### src/rtl/led_walker_pkg.sv
// Shared types and helpers for the LED walker sequencer.
// Mode codes, FSM states and a width helper.
package led_walker_pkg;

    localparam logic [1:0] MODE_BOUNCE = 2'b00;
    localparam logic [1:0] MODE_FWD    = 2'b01;
    localparam logic [1:0] MODE_REV    = 2'b10;
    localparam logic [1:0] MODE_RSVD   = 2'b11;

    typedef enum logic {
        IDLE = 1'b0,
        RUN  = 1'b1
    } state_t;

    // Counter width for values 0..n-1, never below one bit.
    function automatic int clog2_min1(input int n);
        return (n <= 2) ? 1 : $clog2(n);
    endfunction

endpackage

### src/rtl/led_walker_seq_step_strobe.sv
// Dwell divider: counts STEP_CYCLES clocks per position.
// Emits a one-cycle strobe at zero and reloads itself.
module step_strobe
    import led_walker_pkg::*;
#(
    parameter int STEP_CYCLES = 12_000_000
) (
    input  logic i_clk,
    input  logic i_reset_n,
    input  logic en,
    input  logic reload,
    output logic stb
);

    localparam int CW = clog2_min1(STEP_CYCLES);
    localparam logic [CW-1:0] TOP = CW'(STEP_CYCLES - 1);

    logic [CW-1:0] cnt;

    assign stb = en && (cnt == '0);

    // Count down while enabled; park at the top value otherwise.
    always_ff @(posedge i_clk or negedge i_reset_n) begin
        if (!i_reset_n) begin
            cnt <= TOP;
        end else if (reload || stb) begin
            cnt <= TOP;
        end else if (en) begin
            cnt <= cnt - CW'(1);
        end
    end

endmodule

### src/rtl/led_walker_seq.sv
// LED sweep sequencer: bounce / forward / reverse walks
// for a programmable number of passes, request/busy handshake.
module led_walker_seq
    import led_walker_pkg::*;
#(
    parameter int NLEDS       = 6,
    parameter int STEP_CYCLES = 12_000_000,
    parameter int RW          = 4
) (
    input  logic                     i_clk,
    input  logic                     i_reset_n,
    input  logic                     i_request,
    input  logic [1:0]               i_mode,
    input  logic [RW-1:0]            i_reps,
    input  logic                     i_abort,
    output logic [NLEDS-1:0]         o_led,
    output logic [$clog2(NLEDS)-1:0] o_pos,
    output logic                     o_busy,
    output logic                     o_done
);

    localparam int PW = $clog2(NLEDS);
    localparam logic [PW-1:0] LAST = PW'(NLEDS - 1);
    localparam logic [NLEDS-1:0] ONE = NLEDS'(1);

    state_t            state_q, state_n;
    logic [1:0]        mode_q, mode_n;
    logic [RW-1:0]     reps_q, reps_n;
    logic [PW-1:0]     pos_q, pos_n;
    logic              up_q, up_n;
    logic [NLEDS-1:0]  led_q, led_n;
    logic              done_q, done_n;
    logic              stb;

    step_strobe #(
        .STEP_CYCLES(STEP_CYCLES)
    ) u_strobe (
        .i_clk    (i_clk),
        .i_reset_n(i_reset_n),
        .en       (state_q == RUN),
        .reload   (state_q == IDLE),
        .stb      (stb)
    );

    // State and datapath registers.
    always_ff @(posedge i_clk or negedge i_reset_n) begin
        if (!i_reset_n) begin
            state_q <= IDLE;
            mode_q  <= MODE_BOUNCE;
            reps_q  <= '0;
            pos_q   <= '0;
            up_q    <= 1'b1;
            led_q   <= '0;
            done_q  <= 1'b0;
        end else begin
            state_q <= state_n;
            mode_q  <= mode_n;
            reps_q  <= reps_n;
            pos_q   <= pos_n;
            up_q    <= up_n;
            led_q   <= led_n;
            done_q  <= done_n;
        end
    end

    // Next-state: accept, step walk, pass boundaries, abort.
    always_comb begin
        state_n = state_q;
        mode_n  = mode_q;
        reps_n  = reps_q;
        pos_n   = pos_q;
        up_n    = up_q;
        done_n  = 1'b0;

        unique case (state_q)
            IDLE: begin
                if (i_request && !i_abort) begin
                    state_n = RUN;
                    mode_n  = i_mode;
                    reps_n  = i_reps;
                    up_n    = 1'b1;
                    pos_n   = (i_mode == MODE_REV) ? LAST : '0;
                end
            end
            RUN: begin
                if (i_abort) begin
                    state_n = IDLE;
                    pos_n   = '0;
                end else if (stb) begin
                    case (mode_q)
                        MODE_FWD: begin
                            if (pos_q == LAST) begin
                                if (reps_q == '0) begin
                                    state_n = IDLE;
                                    done_n  = 1'b1;
                                end else begin
                                    reps_n = reps_q - RW'(1);
                                end
                                pos_n = '0;
                            end else begin
                                pos_n = pos_q + PW'(1);
                            end
                        end
                        MODE_REV: begin
                            if (pos_q == '0) begin
                                if (reps_q == '0) begin
                                    state_n = IDLE;
                                    done_n  = 1'b1;
                                    pos_n   = '0;
                                end else begin
                                    reps_n = reps_q - RW'(1);
                                    pos_n  = LAST;
                                end
                            end else begin
                                pos_n = pos_q - PW'(1);
                            end
                        end
                        default: begin
                            // Bounce; the reserved code behaves the same.
                            if (up_q) begin
                                if (pos_q == LAST) begin
                                    up_n  = 1'b0;
                                    pos_n = pos_q - PW'(1);
                                end else begin
                                    pos_n = pos_q + PW'(1);
                                end
                            end else if (pos_q == '0) begin
                                if (reps_q == '0) begin
                                    state_n = IDLE;
                                    done_n  = 1'b1;
                                end else begin
                                    reps_n = reps_q - RW'(1);
                                    up_n   = 1'b1;
                                    pos_n  = PW'(1);
                                end
                            end else begin
                                pos_n = pos_q - PW'(1);
                            end
                        end
                    endcase
                end
            end
            default: state_n = IDLE;
        endcase

        led_n = (state_n == RUN) ? (ONE << pos_n) : '0;
    end

    assign o_led  = led_q;
    assign o_pos  = pos_q;
    assign o_busy = (state_q == RUN);
    assign o_done = done_q;

endmodule

### config.mk
export PLATFORM = sky130hd
export DESIGN_NAME = led_walker_seq
export DESIGN_NICKNAME = d
export VERILOG_FILES = /design/src/rtl/led_walker_pkg.sv /design/src/rtl/led_walker_seq_step_strobe.sv /design/src/rtl/led_walker_seq.sv
export SDC_FILE = /design/constraint.sdc
export NUM_CORES = 1
export LEC_CHECK = 0
export CORE_MARGIN = 2
export CORE_UTILIZATION = 52
export DETAILED_ROUTE_END_ITERATION = 16
export HOLD_SLACK_MARGIN = 0.03
export PLACE_DENSITY_LB_ADDON = 0.15
export SETUP_SLACK_MARGIN = 0.2
export SLEW_MARGIN = 20
export SYNTH_ARGS = -nofsm -noshare
export SYNTH_HDL_FRONTEND = slang
export SYNTH_SLANG_ARGS = --single-unit
### constraint.sdc
create_clock -name i_clk -period 2.4 [get_ports i_clk]
set_input_delay 0.72 -clock i_clk [delete_from_list [all_inputs] [get_ports i_clk]]
set_output_delay 0.72 -clock i_clk [all_outputs]
set_load 0.02 [all_outputs]
======== Word level (Yosys, flattened, before mapping) ========
Cells that the tools add are included.
word-level totals
  word-level logic and storage cells ...... 86
  input bits .............................. 10
  output and inout port bits .............. 11
  flip-flop bits (word level) ............. 42
cells by class
  equal/unequal tests ..................... 10
  bitwise gates (word level) .............. 1
  reductions and logical operators ........ 12
  mux-type cells .......................... 50
  $add $sub $neg .......................... 4
  shift operators ......................... 1
operators with widths
  cell                                                    count
  2-to-1 mux 24 bit                                       2
  2-to-1 mux 3 bit                                        11
  2-to-1 mux 4 bit                                        7
  logical NOT 24 bit                                      1
  subtractor 24 x 1 -> 24 bit (second input constant)     1
  2-to-1 mux 1 bit                                        21
  one-hot mux 4 bit (2 select lines)                      2
  one-hot mux 3 bit (2 select lines)                      2
  one-hot mux 1 bit (2 select lines)                      4
  2-to-1 mux 6 bit                                        1
  inequality test 2 bit (second input constant)           3
  left shift 1 x 3 -> 6 bit (first input constant)        1
  AND reduction 5 bit                                     1
  equality test 2 bit (second input constant)             2
  logical NOT 4 bit                                       1
  inequality test 4 x 2 -> 1 bit (second input constant)  1
  AND reduction 4 bit                                     1
  subtractor 4 x 1 -> 4 bit (second input constant)       1
  adder 3 x 1 -> 3 bit (second input constant)            1
  equality test 3 bit (second input constant)             1
  logical NOT 3 bit                                       1
  inequality test 3 bit (second input constant)           1
  subtractor 3 x 1 -> 3 bit (second input constant)       1
  equality test 2 x 1 -> 1 bit (second input constant)    1
  other kinds (8)                                         9

======== Depth between registers and ports, before layout ========
Gate-level depths: netlist of the first run.
  depth in word-level cells ............... 10
  mapped depth ............................ 10
  gate-level depth less buffers ........... 8

======== By module ========
A second synthesis of the first run with hierarchy kept.
unflattened totals
  cells, all modules ...................... 288
  area, all modules ....................... 2,702.6 um^2
modules (own cells, without submodules)
  module          area an instance (um^2)  cells each  sequential area each (um^2)  times used
  step_strobe     1,435.1                  148         621.8                        1
  led_walker_seq  1,267.5                  140         451.7                        1

======== Worst setup path before layout of the first run ========
OpenSTA, ideal clock, no wires.
  path kind ............................... flip-flop to flip-flop
  start point ............................. register u_strobe.cnt[4]
  end point ............................... register led_q[2] (netlist: o_led[2])
  stages on the path, launching flop included .. 9
  period minus slack after synthesis ...... 2.434 ns
  setup slack ............................. -0.034 ns
  arrival time ............................ 2.353 ns
  setup time .............................. 0.080 ns
  buffers on the path ..................... 2
  data required time ...................... 2.320 ns
  path through ............................ dfstp_2 or4_1 buf_2 or2_1 or2_1 clkbuf_2 or4_4 nand2_4 nor3b_2
on the way
  cells in the longest elaborated chain, start to end .. 7
  elaborated cells between the ends (all ways) .. 10
  those cells by class .................... shift (1); mux (7); reduce/logical (2)
ends and longest elaborated chain
  what                                line                              text
  from (decl)                         led_walker_seq_step_strobe.sv:18  logic [CW-1:0] cnt;
  from (signal assigned)              led_walker_seq_step_strobe.sv:29  cnt <= cnt - CW'(1);
  logical NOT 24 bit                  led_walker_seq_step_strobe.sv:20  assign stb = en && (cnt == '0);
  logical AND 1 bit                   led_walker_seq_step_strobe.sv:20
  2-to-1 mux 3 bit                    led_walker_seq.sv:89              end else if (stb) begin
  2-to-1 mux 3 bit                    led_walker_seq.sv:86              if (i_abort) begin
  one-hot mux 3 bit (2 select lines)  led_walker_seq.sv:75              unique case (state_q)
  via pos_n[1]                        led_walker_seq.sv:29              logic [PW-1:0] pos_q, pos_n;
  left shift 1 x 3 -> 6 bit           led_walker_seq.sv:146             led_n = (state_n == RUN) ? (ONE << pos_n) : '0;
  2-to-1 mux 6 bit                    led_walker_seq.sv:146
  via led_n[2]                        led_walker_seq.sv:31              logic [NLEDS-1:0] led_q, led_n;
  to (signal assigned)                led_walker_seq.sv:61              led_q <= led_n;
  to (decl)                           led_walker_seq.sv:31
The timed path passes the listed nets, and every way through them passes these cells.
A chain may end at the register's enable or synchronous reset.

======== Worst setup path after layout of the first run ========
  start point ............................. register u_strobe.cnt[8]
  end point ............................... register led_q[2] (netlist: o_led[2])
Same word-level chain as after synthesis.

==> impl_metrics.toml, run 1 <==
[outcome]
outcome = "complete, no violations"

[place]
post-place-cells = 367
hpwl_microns = 4040
port-buffer-count = 20
placed_cell_area_sq_um = 2940
place_congestion = 0.857

[pwr]
power_frac_clock_pct = 25.3
p_seq_share_pct = 44.6
internal-power_w = 0.00124
p_per_area_nw_per_um2 = 563
p_total_w = 0.00183
switching_share_pct = 31.9
power_frac_comb_pct = 30.0
p_sw_w = 0.000582
vdd_drop_max_v = 0.000405
p_leak_nw = 1.30

[drt]
firstDrtPassIters = 4
postRouteAntennaNets = 0
vias = 2180
viasPerCell = 5.74
wirelength_microns = 5870
wl_per_cell_microns = 15.4
drc = 0
dr.first_iter.drc_count = 160

[timing]
maxSlewViolCount = 0
fmax_mhz = 430
tightestPinTransition_ns = 0.519
post-route-period-util_pct = 97.0
grt_setup_unrepaired = "yes"
setup_viol = 0
maxSlewHeadroom_pct = 65.4
skew_ns = 0.00420
post-route-min-period_ns = 2.33
fin_setup_tns_ns = 0
hold_violations = 0
hold_ws_ns = 0.455

[logic_synthesis]
yosys.area.top_type = "dfrtp_1"
yosysMostFrequentCell = "nand2_1"
synthCells = 275
ys.flop_type = "dfrtp_1"
async_flop_share_pct = 100
synth_common_cells = "35 x nand2_1, 25 x nor2_1, 24 x dfrtp_1"
synthTopCellsByArea = "dfrtp_1 24%, dfstp_2 19%, nand2_1 5.2%"
ys_seq_area_share_pct = 42.9
yosys_warnings = 0
synth_top_area_share_pct = 24.0
synth_seq_cells = 42
synth_nets = 295
syn_area_sq_um = 2500
synth_edf_count = 0
avgSynthCellArea_sq_um = 9.11
yosysUniqueCellTypes = 52

[die]
dieHeight_microns = 73.4
start_util_pct = 53.4
dieArea_sq_um = 5390
die_w_microns = 73.4
num_io_pins = 21
rows = 25
core_area_sq_um = 4690

[min_path]
hp-class = "reg2reg"

[grt]
grt_pass1_vias = 1942
grt_max_degree = 43
grt_antenna_before_repair = 0
grtUsageTotal_pct = 23.0
grt_remaining_overflow = 0
grt_pass1_wl_microns = 9540

[setup_path]
r2r_cells = 6
crit_path_end_kind = "register"
r2r_setup_slack_ns = 0.07
cp-endpoint = "o_led[2]$_DFF_PN0_"
crit_arrival_ns = 2.55
reg2reg_from = "u_strobe.cnt[8]$_DFFE_PN0P_"
path_max_fanout = 7
rr_endpoint = "o_led[2]$_DFF_PN0_"
critPathKind = "reg2reg"
required_ns = 2.62
crit_start = "u_strobe.cnt[8]$_DFFE_PN0P_"
start_kind = "register"

[clock_tree]
cts_root_buffer = "clkbuf_8"
clk_pin_slew_ns = 0.07
h-tree-depth = 2
cts.sinks = 42
numCtsBuffers = 5
cts_tree = "yes"
clk_latency_ns = 0.29
cts_max_path_buffers = 2
ctsHoldBuffers = 0

[layout]
layout-drive-gt1-share_pct = 29.4
syn2layout_area_growth_pct = 29.4
antenna_cells = 0
fin_nets = 345
fin_cells = 380
fin_area_sq_um = 3240

[run]
cap_violations = 0
layout make-up:
class / count / area [sq um]
inverters: 12 / 45.0
repair buffers: 52 / 439
clock buffers: 8 / 90.1
multi-input cells: 212 / 1520
flip-flops and latches: 42 / 1080
fillers: 369 / 1450
well taps: 54 / 67.6
worst max-delay path, cell delays in order, from the launching register on:
cell	delay, ns
dfrtp_1	0.38
or4_4	0.53
or2_4	0.27
or2_4	0.26
or4_4	0.54
nand2_4	0.12
nor3b_2	0.16
cell families after synthesis:
group	Yosys count	share of synthesized area [%]
and+or+nand+nor	135	28.6
AOI/OAI and AO/OA	44	12.0
DFF	42	42.9
buffers and inverters	21	3.25
xor gates and xnor gates	19	6.64
adders and majority gates	10	5.00
muxes	4	1.65
power groups by stage:
stage | clock, W | sequential, W | combinational (W)
after floorplan | 0 | 0.000818 | 0.000290
after global placement | 0 | 0.000822 | 0.000440
after detailed placement | 0 | 0.000825 | 0.000444
after CTS | 0.000477 | 0.000810 | 0.000489
after global routing | 0.000506 | 0.000822 | 0.000598
final | 0.000462 | 0.000815 | 0.000549
metal layers:
layer  vias up  global-route usage (%)  wire length [microns]
li1       1078                       -                      -
met1      1052                    35.3                   2850
met2        42                    33.5                   2740
met3         8                    4.39                    198
met4         0                    5.86                     81
met5         -                       0                      0
how the worst min path moves through the flow:
stage,from,end,slack [ns],depth (start not counted)
2_1_floorplan,i_reset_n,mode_q[0]$_DFFE_PN0P_,0.42,0
3_3_place_gp,u_strobe.cnt[0]$_DFFE_PN1P_,u_strobe.cnt[0]$_DFFE_PN1P_,0.43,1
3_5_place_dp,u_strobe.cnt[0]$_DFFE_PN1P_,u_strobe.cnt[0]$_DFFE_PN1P_,0.44,1
4_1_cts,u_strobe.cnt[0]$_DFFE_PN1P_,u_strobe.cnt[0]$_DFFE_PN1P_,0.46,1
5_1_grt,u_strobe.cnt[0]$_DFFE_PN1P_,u_strobe.cnt[0]$_DFFE_PN1P_,0.48,1
6_report,u_strobe.cnt[0]$_DFFE_PN1P_,u_strobe.cnt[0]$_DFFE_PN1P_,0.46,1
metrics by stage:
stage,setup WS [ns],utilization [%]
floorplan,-0.00726,-
global placement,-0.0757,62.7
detailed placement,-0.0950,62.7
CTS,0.0607,66.2
global route,0.0221,69.1
finish,0.0722,69.1
flip-flops by register name (all words and copies together), names as in the netlist:
register,count
u_strobe.cnt,24
o_led,6
reps_q,4
o_pos,3
mode_q,2
o_busy,1
o_done,1
up_q,1
layout by cell type, fill, tap and decap left out, types with 4 or more instances in the layout:
| cell type | n |
|---|---|
| a21oi_1 | 9 |
| dfrtp_1 | 22 |
| or4_4 | 4 |
| nor3_1 | 9 |
| nand2b_1 | 7 |
| a31oi_1 | 4 |
| nor2_1 | 24 |
| buf_4 | 31 |
| inv_1 | 12 |
| nand2_1 | 35 |
| clkdlybuf4s50_1 | 19 |
| xnor2_1 | 11 |
| nor3b_1 | 4 |
| o21ai_0 | 4 |
| xor2_1 | 8 |
| clkbuf_8 | 6 |
| nor2b_1 | 4 |
| dfstp_2 | 18 |
| nand3_1 | 7 |
| or3_1 | 4 |
| ha_1 | 7 |
timing repair:
action,in CTS,in global routing
gates cloned,0,0
resized for setup,14,25
setup endpoints to repair,14,18
pin swaps,6,13
hold endpoints to repair,0,0
buffers inserted,3,2
Note: power is estimated with default switching activity, not from simulation.
==> run 2: changes to the inputs <==
Settings changed: CORE_UTILIZATION 52 to 58, PLACE_DENSITY from default to 0.8, PLACE_DENSITY_LB_ADDON 0.15 to default.
Clock period 2.4 ns to 2.55 ns, I/O delays scaled along.
==> impl_metrics.toml, run 2 (synthesis results as in run 1) <==
[drt]
viasPerCell = 5.96
dr.first_iter.drc_count = 157
wl_per_cell_microns = 15.2
drc = 0
firstDrtPassIters = 4
wirelength_microns = 5630
vias = 2201
postRouteAntennaNets = 0

[setup_path]
crit_family = "simple AND/OR/NAND/NOR gates"
required_ns = 2.78
r2r_cells = 6
crit_start = "u_strobe.cnt[4]$_DFFE_PN1P_"
reg2reg_from = "u_strobe.cnt[4]$_DFFE_PN1P_"
cp-endpoint = "o_led[2]$_DFF_PN0_"
path_common_cell = "or4_4"
worstPathCellList = "or4_4, or2_1, or2_4, or4_4, nand2_4, nor3b_2"
critPathKind = "reg2reg"
crit_arrival_ns = 2.55
path_depth = 6
worstPathBufferInverterCount = 0
rr_endpoint = "o_led[2]$_DFF_PN0_"
path_max_fanout = 7
r2r_setup_slack_ns = 0.23
crit_path_end_kind = "register"
cpPeakStageDelay_ns = 0.53
start_kind = "register"
cp_slowest_cell = "or4_4"

[die]
core_area_sq_um = 4090
die_w_microns = 69.7
num_io_pins = 21
rows = 23
dieHeight_microns = 69.7
dieArea_sq_um = 4860
start_util_pct = 61.3

[place]
placed_cell_area_sq_um = 2870
place_congestion = 0.933
hpwl_microns = 3920
port-buffer-count = 20

[grt]
grt_pass1_vias = 2102
grt_remaining_overflow = 0
grt_pass1_wl_microns = 9560
grt.met1_usage_pct = 33.1
grt.met2_usage_pct = 37.7
use_met3_pct = 6.25
grt_max_degree = 43
grt_antenna_before_repair = 0
grtUsageTotal_pct = 24.3
top_usage_layer = "met2"

[clock_tree]
ctsHoldBuffers = 0
h-tree-depth = 2
cts_root_buffer = "clkbuf_8"
cts.sinks = 42
clk_pin_slew_ns = 0.08
numCtsBuffers = 5
cts_max_path_buffers = 2
clk_latency_ns = 0.31
cts_tree = "yes"

[timing]
fmax_mhz = 431
post-route-period-util_pct = 91.0
post-route-min-period_ns = 2.32
setup_viol = 0
hold_violations = 0
skew_ns = 0.00581
tightestPinTransition_ns = 0.506
maxSlewViolCount = 0
grt_setup_unrepaired = "yes"
maxSlewHeadroom_pct = 66.2

[layout]
largest_register_ff_count = 24
antenna_cells = 0
fin_area_sq_um = 3120
regMostFlops = "u_strobe.cnt"
layout_commonest_cell = "nand2_1"
layout-drive-gt1-share_pct = 24.8
layout_common_cells = "35 x nand2_1, 25 x buf_4, 24 x nor2_1, 22 x dfrtp_1"
nFillCells = 279
fin_nets = 338
fin_util_pct = 76.4
syn2layout_area_growth_pct = 24.7

[min_path]
hp-class = "reg2reg"

[pwr]
p_leak_nw = 1.27
vdd_drop_max_v = 0.000470
p_per_area_nw_per_um2 = 559

[outcome]
outcome = "complete, no violations"

[run]
cap_violations = 0
-- run 2: cell types whose count changed in the layout (fill, tap and decap cells not counted), moves of 2 or more --
cell      change
ha_1          +2
clkbuf_1      -2
nor4_2        -2
buf_4         -6
ha_2          -2
nor4_1        +2
nor2b_2       -2
-- run 2: layer usage --
layer / vias to the layer above / wire [microns]
met3: 10 / 301
met1: 1050 / 2560
met5: - / 0
met4: 0 / 96
met2: 69 / 2660
li1: 1072 / -
-- run 2: worst reg2reg max path, cell delays in order (launching register included) --
cell	delay, ns
dfstp_2	0.39
or4_4	0.53
or2_1	0.25
or2_4	0.28
or4_4	0.53
nand2_4	0.11
nor3b_2	0.16
-- run 2: final cells by class --
class                      count  area [sq um]  share of cell area (%)
timing repair buffer          45           385                    12.3
inverter                      12          45.0                    1.44
clock buffer                   5          68.8                    2.20
multi-input combinational    212          1440                    46.2
clock inverter                 3          43.8                    1.40
sequential                    42          1080                    34.5
tap                           50          62.6                    2.00
-- run 2: where the power goes --
group          switching, W  internal (W)
registers         0.0000553      0.000717
clock network      0.000245      0.000293
logic              0.000238      0.000198
total              0.000539       0.00121
-- run 2: stage by stage --
stage / TNS (ns) / setup slack (ns) / instances / total power [W] / hold slack, ns
after floorplan: 0 / 0.143 / 275 / 0.00104 / 0.425
after global placement: -0.0137 / -0.0137 / 355 / 0.00117 / 0.431
after detailed placement: -0.0250 / -0.0170 / 355 / 0.00118 / 0.441
after CTS: 0 / 0.174 / 365 / 0.00172 / 0.458
after global routing: 0 / 0.174 / 369 / 0.00184 / 0.491
final: 0 / 0.230 / 369 / 0.00175 / 0.458
-- run 2: repair_timing --
action / 4_1_cts / 5_1_grt
pin swaps: 2 / 9
buffers inserted: 2 / 4
gates cloned: 0 / 0
hold endpoints to repair: 0 / 0
setup endpoints to repair: 9 / 12
resized for setup: 7 / 19
-- run 2: worst min path at each step --
stage,depth (start not counted),endpoint,start,slack (ns)
2_1_floorplan,1,u_strobe.cnt[0]$_DFFE_PN1P_,u_strobe.cnt[0]$_DFFE_PN1P_,0.43
3_3_place_gp,1,u_strobe.cnt[0]$_DFFE_PN1P_,u_strobe.cnt[0]$_DFFE_PN1P_,0.43
3_5_place_dp,1,u_strobe.cnt[0]$_DFFE_PN1P_,u_strobe.cnt[0]$_DFFE_PN1P_,0.44
4_1_cts,1,u_strobe.cnt[0]$_DFFE_PN1P_,u_strobe.cnt[0]$_DFFE_PN1P_,0.46
5_1_grt,1,u_strobe.cnt[0]$_DFFE_PN1P_,u_strobe.cnt[0]$_DFFE_PN1P_,0.49
6_report,1,u_strobe.cnt[0]$_DFFE_PN1P_,u_strobe.cnt[0]$_DFFE_PN1P_,0.46
==> run 3: changes to the inputs <==
Settings changed: CORE_MARGIN 2 to default, GPL_ROUTABILITY_DRIVEN from default to 0.
==> impl_metrics.toml, run 3 (synthesis results as in run 1) <==
[outcome]
outcome = "complete, no violations"

[clock_tree]
cts_max_path_buffers = 2
cts_tree = "yes"
numCtsBuffers = 5
clk_pin_slew_ns = 0.09
ctsHoldBuffers = 0
cts_root_buffer = "clkbuf_8"
cts.sinks = 42
clk_latency_ns = 0.30
h-tree-depth = 2

[die]
start_util_pct = 61.3
core_area_sq_um = 4090
dieArea_sq_um = 4590
die_w_microns = 67.7
dieHeight_microns = 67.7
num_io_pins = 21
rows = 23

[pwr]
p_sw_w = 0.000538
p_leak_nw = 1.28
power_frac_clock_pct = 30.5
p_per_area_nw_per_um2 = 558
internal-power_w = 0.00121
p_seq_share_pct = 43.9
power_frac_comb_pct = 25.6
vdd_drop_max_v = 0.000545
switching_share_pct = 30.8

[drt]
wl_per_cell_microns = 14.5
viasPerCell = 5.85
drc = 0
wirelength_microns = 5360
dr.first_iter.drc_count = 136
vias = 2171
postRouteAntennaNets = 0
firstDrtPassIters = 4

[layout]
fin_util_pct = 76.8
fin_area_sq_um = 3140
antenna_cells = 0
fin_nets = 340
layout_commonest_cell = "nand2_1"
layout_common_cells = "35 x nand2_1, 27 x buf_4, 24 x nor2_1, 23 x dfrtp_1, 19 x clkdlybuf4s50_1"
syn2layout_area_growth_pct = 25.3
layout-drive-gt1-share_pct = 25.9
largest_register_ff_count = 24
regMostFlops = "u_strobe.cnt"

[setup_path]
path_depth = 10
crit_arrival_ns = 2.54
cp_slowest_cell = "dfrtp_1"
critPathKind = "reg2reg"
cpPeakStageDelay_ns = 0.38
crit_start = "o_pos[1]$_DFF_PN0_"
reg2reg_from = "o_pos[1]$_DFF_PN0_"
cp-endpoint = "o_led[5]$_DFF_PN0_"
required_ns = 2.73
crit_family = "simple AND/OR/NAND/NOR gates"
crit_path_end_kind = "register"
rr_endpoint = "o_led[5]$_DFF_PN0_"
path_common_cell = "buf_4"
start_kind = "register"
worstPathBufferInverterCount = 3
r2r_cells = 10
worstPathCellList = "inv_1, ha_2, nor2b_2, buf_4, a21oi_1, nor4_1, mux2i_1, o22ai_1, buf_4, nor4b_1"
path_max_fanout = 7
r2r_setup_slack_ns = 0.19

[timing]
hold_violations = 0
post-route-period-util_pct = 92.5
skew_ns = 0.00858
maxSlewViolCount = 0
grt_setup_unrepaired = "yes"
fmax_mhz = 424
hold_ws_ns = 0.459
post-route-min-period_ns = 2.36
maxSlewHeadroom_pct = 67.5
fin_ws_ns = 0.191
tightestPinTransition_ns = 0.481
fin_setup_tns_ns = 0
setup_viol = 0

[grt]
grt_pass1_vias = 1855
grt_remaining_overflow = 0
grt_pass1_wl_microns = 8400
grtUsageTotal_pct = 25.0
grt_max_degree = 43
grt_antenna_before_repair = 0

[place]
port-buffer-count = 20
dp_slack_ns = -0.0235
placed_cell_area_sq_um = 2870
hpwl_microns = 3730

[run]
cap_violations = 0

[min_path]
worstHoldStart = "u_strobe.cnt[0]$_DFFE_PN1P_"
hp-class = "reg2reg"
run 3: metal layers:
layer	global-route usage [%]	up-vias	share of wire (%)
met5	0	-	0
met4	10.6	0	1.6
met3	5.41	8	4.6
met2	37.3	55	47
met1	34.9	1035	46
li1	-	1073	-
run 3: how the worst min path moves through the flow:
stage | to | slack (ns) | cells after the start
floorplan | u_strobe.cnt[0]$_DFFE_PN1P_ | 0.43 | 1
global placement | u_strobe.cnt[0]$_DFFE_PN1P_ | 0.43 | 1
detailed placement | u_strobe.cnt[0]$_DFFE_PN1P_ | 0.44 | 1
CTS | u_strobe.cnt[0]$_DFFE_PN1P_ | 0.46 | 1
global route | u_strobe.cnt[0]$_DFFE_PN1P_ | 0.47 | 1
finish | u_strobe.cnt[0]$_DFFE_PN1P_ | 0.46 | 1
run 3: cell type report:
class                   instances  area [sq um]
repair buffers                 47           398
fillers                       285           948
multi-input cells             212          1450
inverters                      12          45.0
flip-flops and latches         42          1070
clock inverters                 3          43.8
clock buffers                   5          68.8
well taps                      50          62.6
run 3: power by group through the flow:
stage	registers (W)	clock network [W]	logic (W)
after global placement	0.000776	0	0.000400
after floorplan	0.000770	0	0.000273
after CTS	0.000765	0.000541	0.000410
after global routing	0.000777	0.000567	0.000494
final	0.000768	0.000534	0.000448
after detailed placement	0.000777	0	0.000405
run 3: what timing repair did:
item                                    in CTS  in global routing
resized for setup                            6                 19
pin swaps                                    1                  9
setup buffers                                2                  6
endpoints found under the setup margin      10                  9
run 3: worst register-to-register path, stage by stage, from the launching register on:
cell	delay, ns
dfrtp_1	0.38
inv_1	0.13
ha_2	0.25
nor2b_2	0.21
buf_4	0.14
a21oi_1	0.07
nor4_1	0.33
mux2i_1	0.12
o22ai_1	0.14
buf_4	0.17
nor4b_1	0.30
run 3: per-stage QoR:
step	power, W	std cells
6_report	0.00175	371
3_5_place_dp	0.00118	355
5_1_grt	0.00184	371
2_1_floorplan	0.00104	275
4_1_cts	0.00172	365
3_3_place_gp	0.00118	355
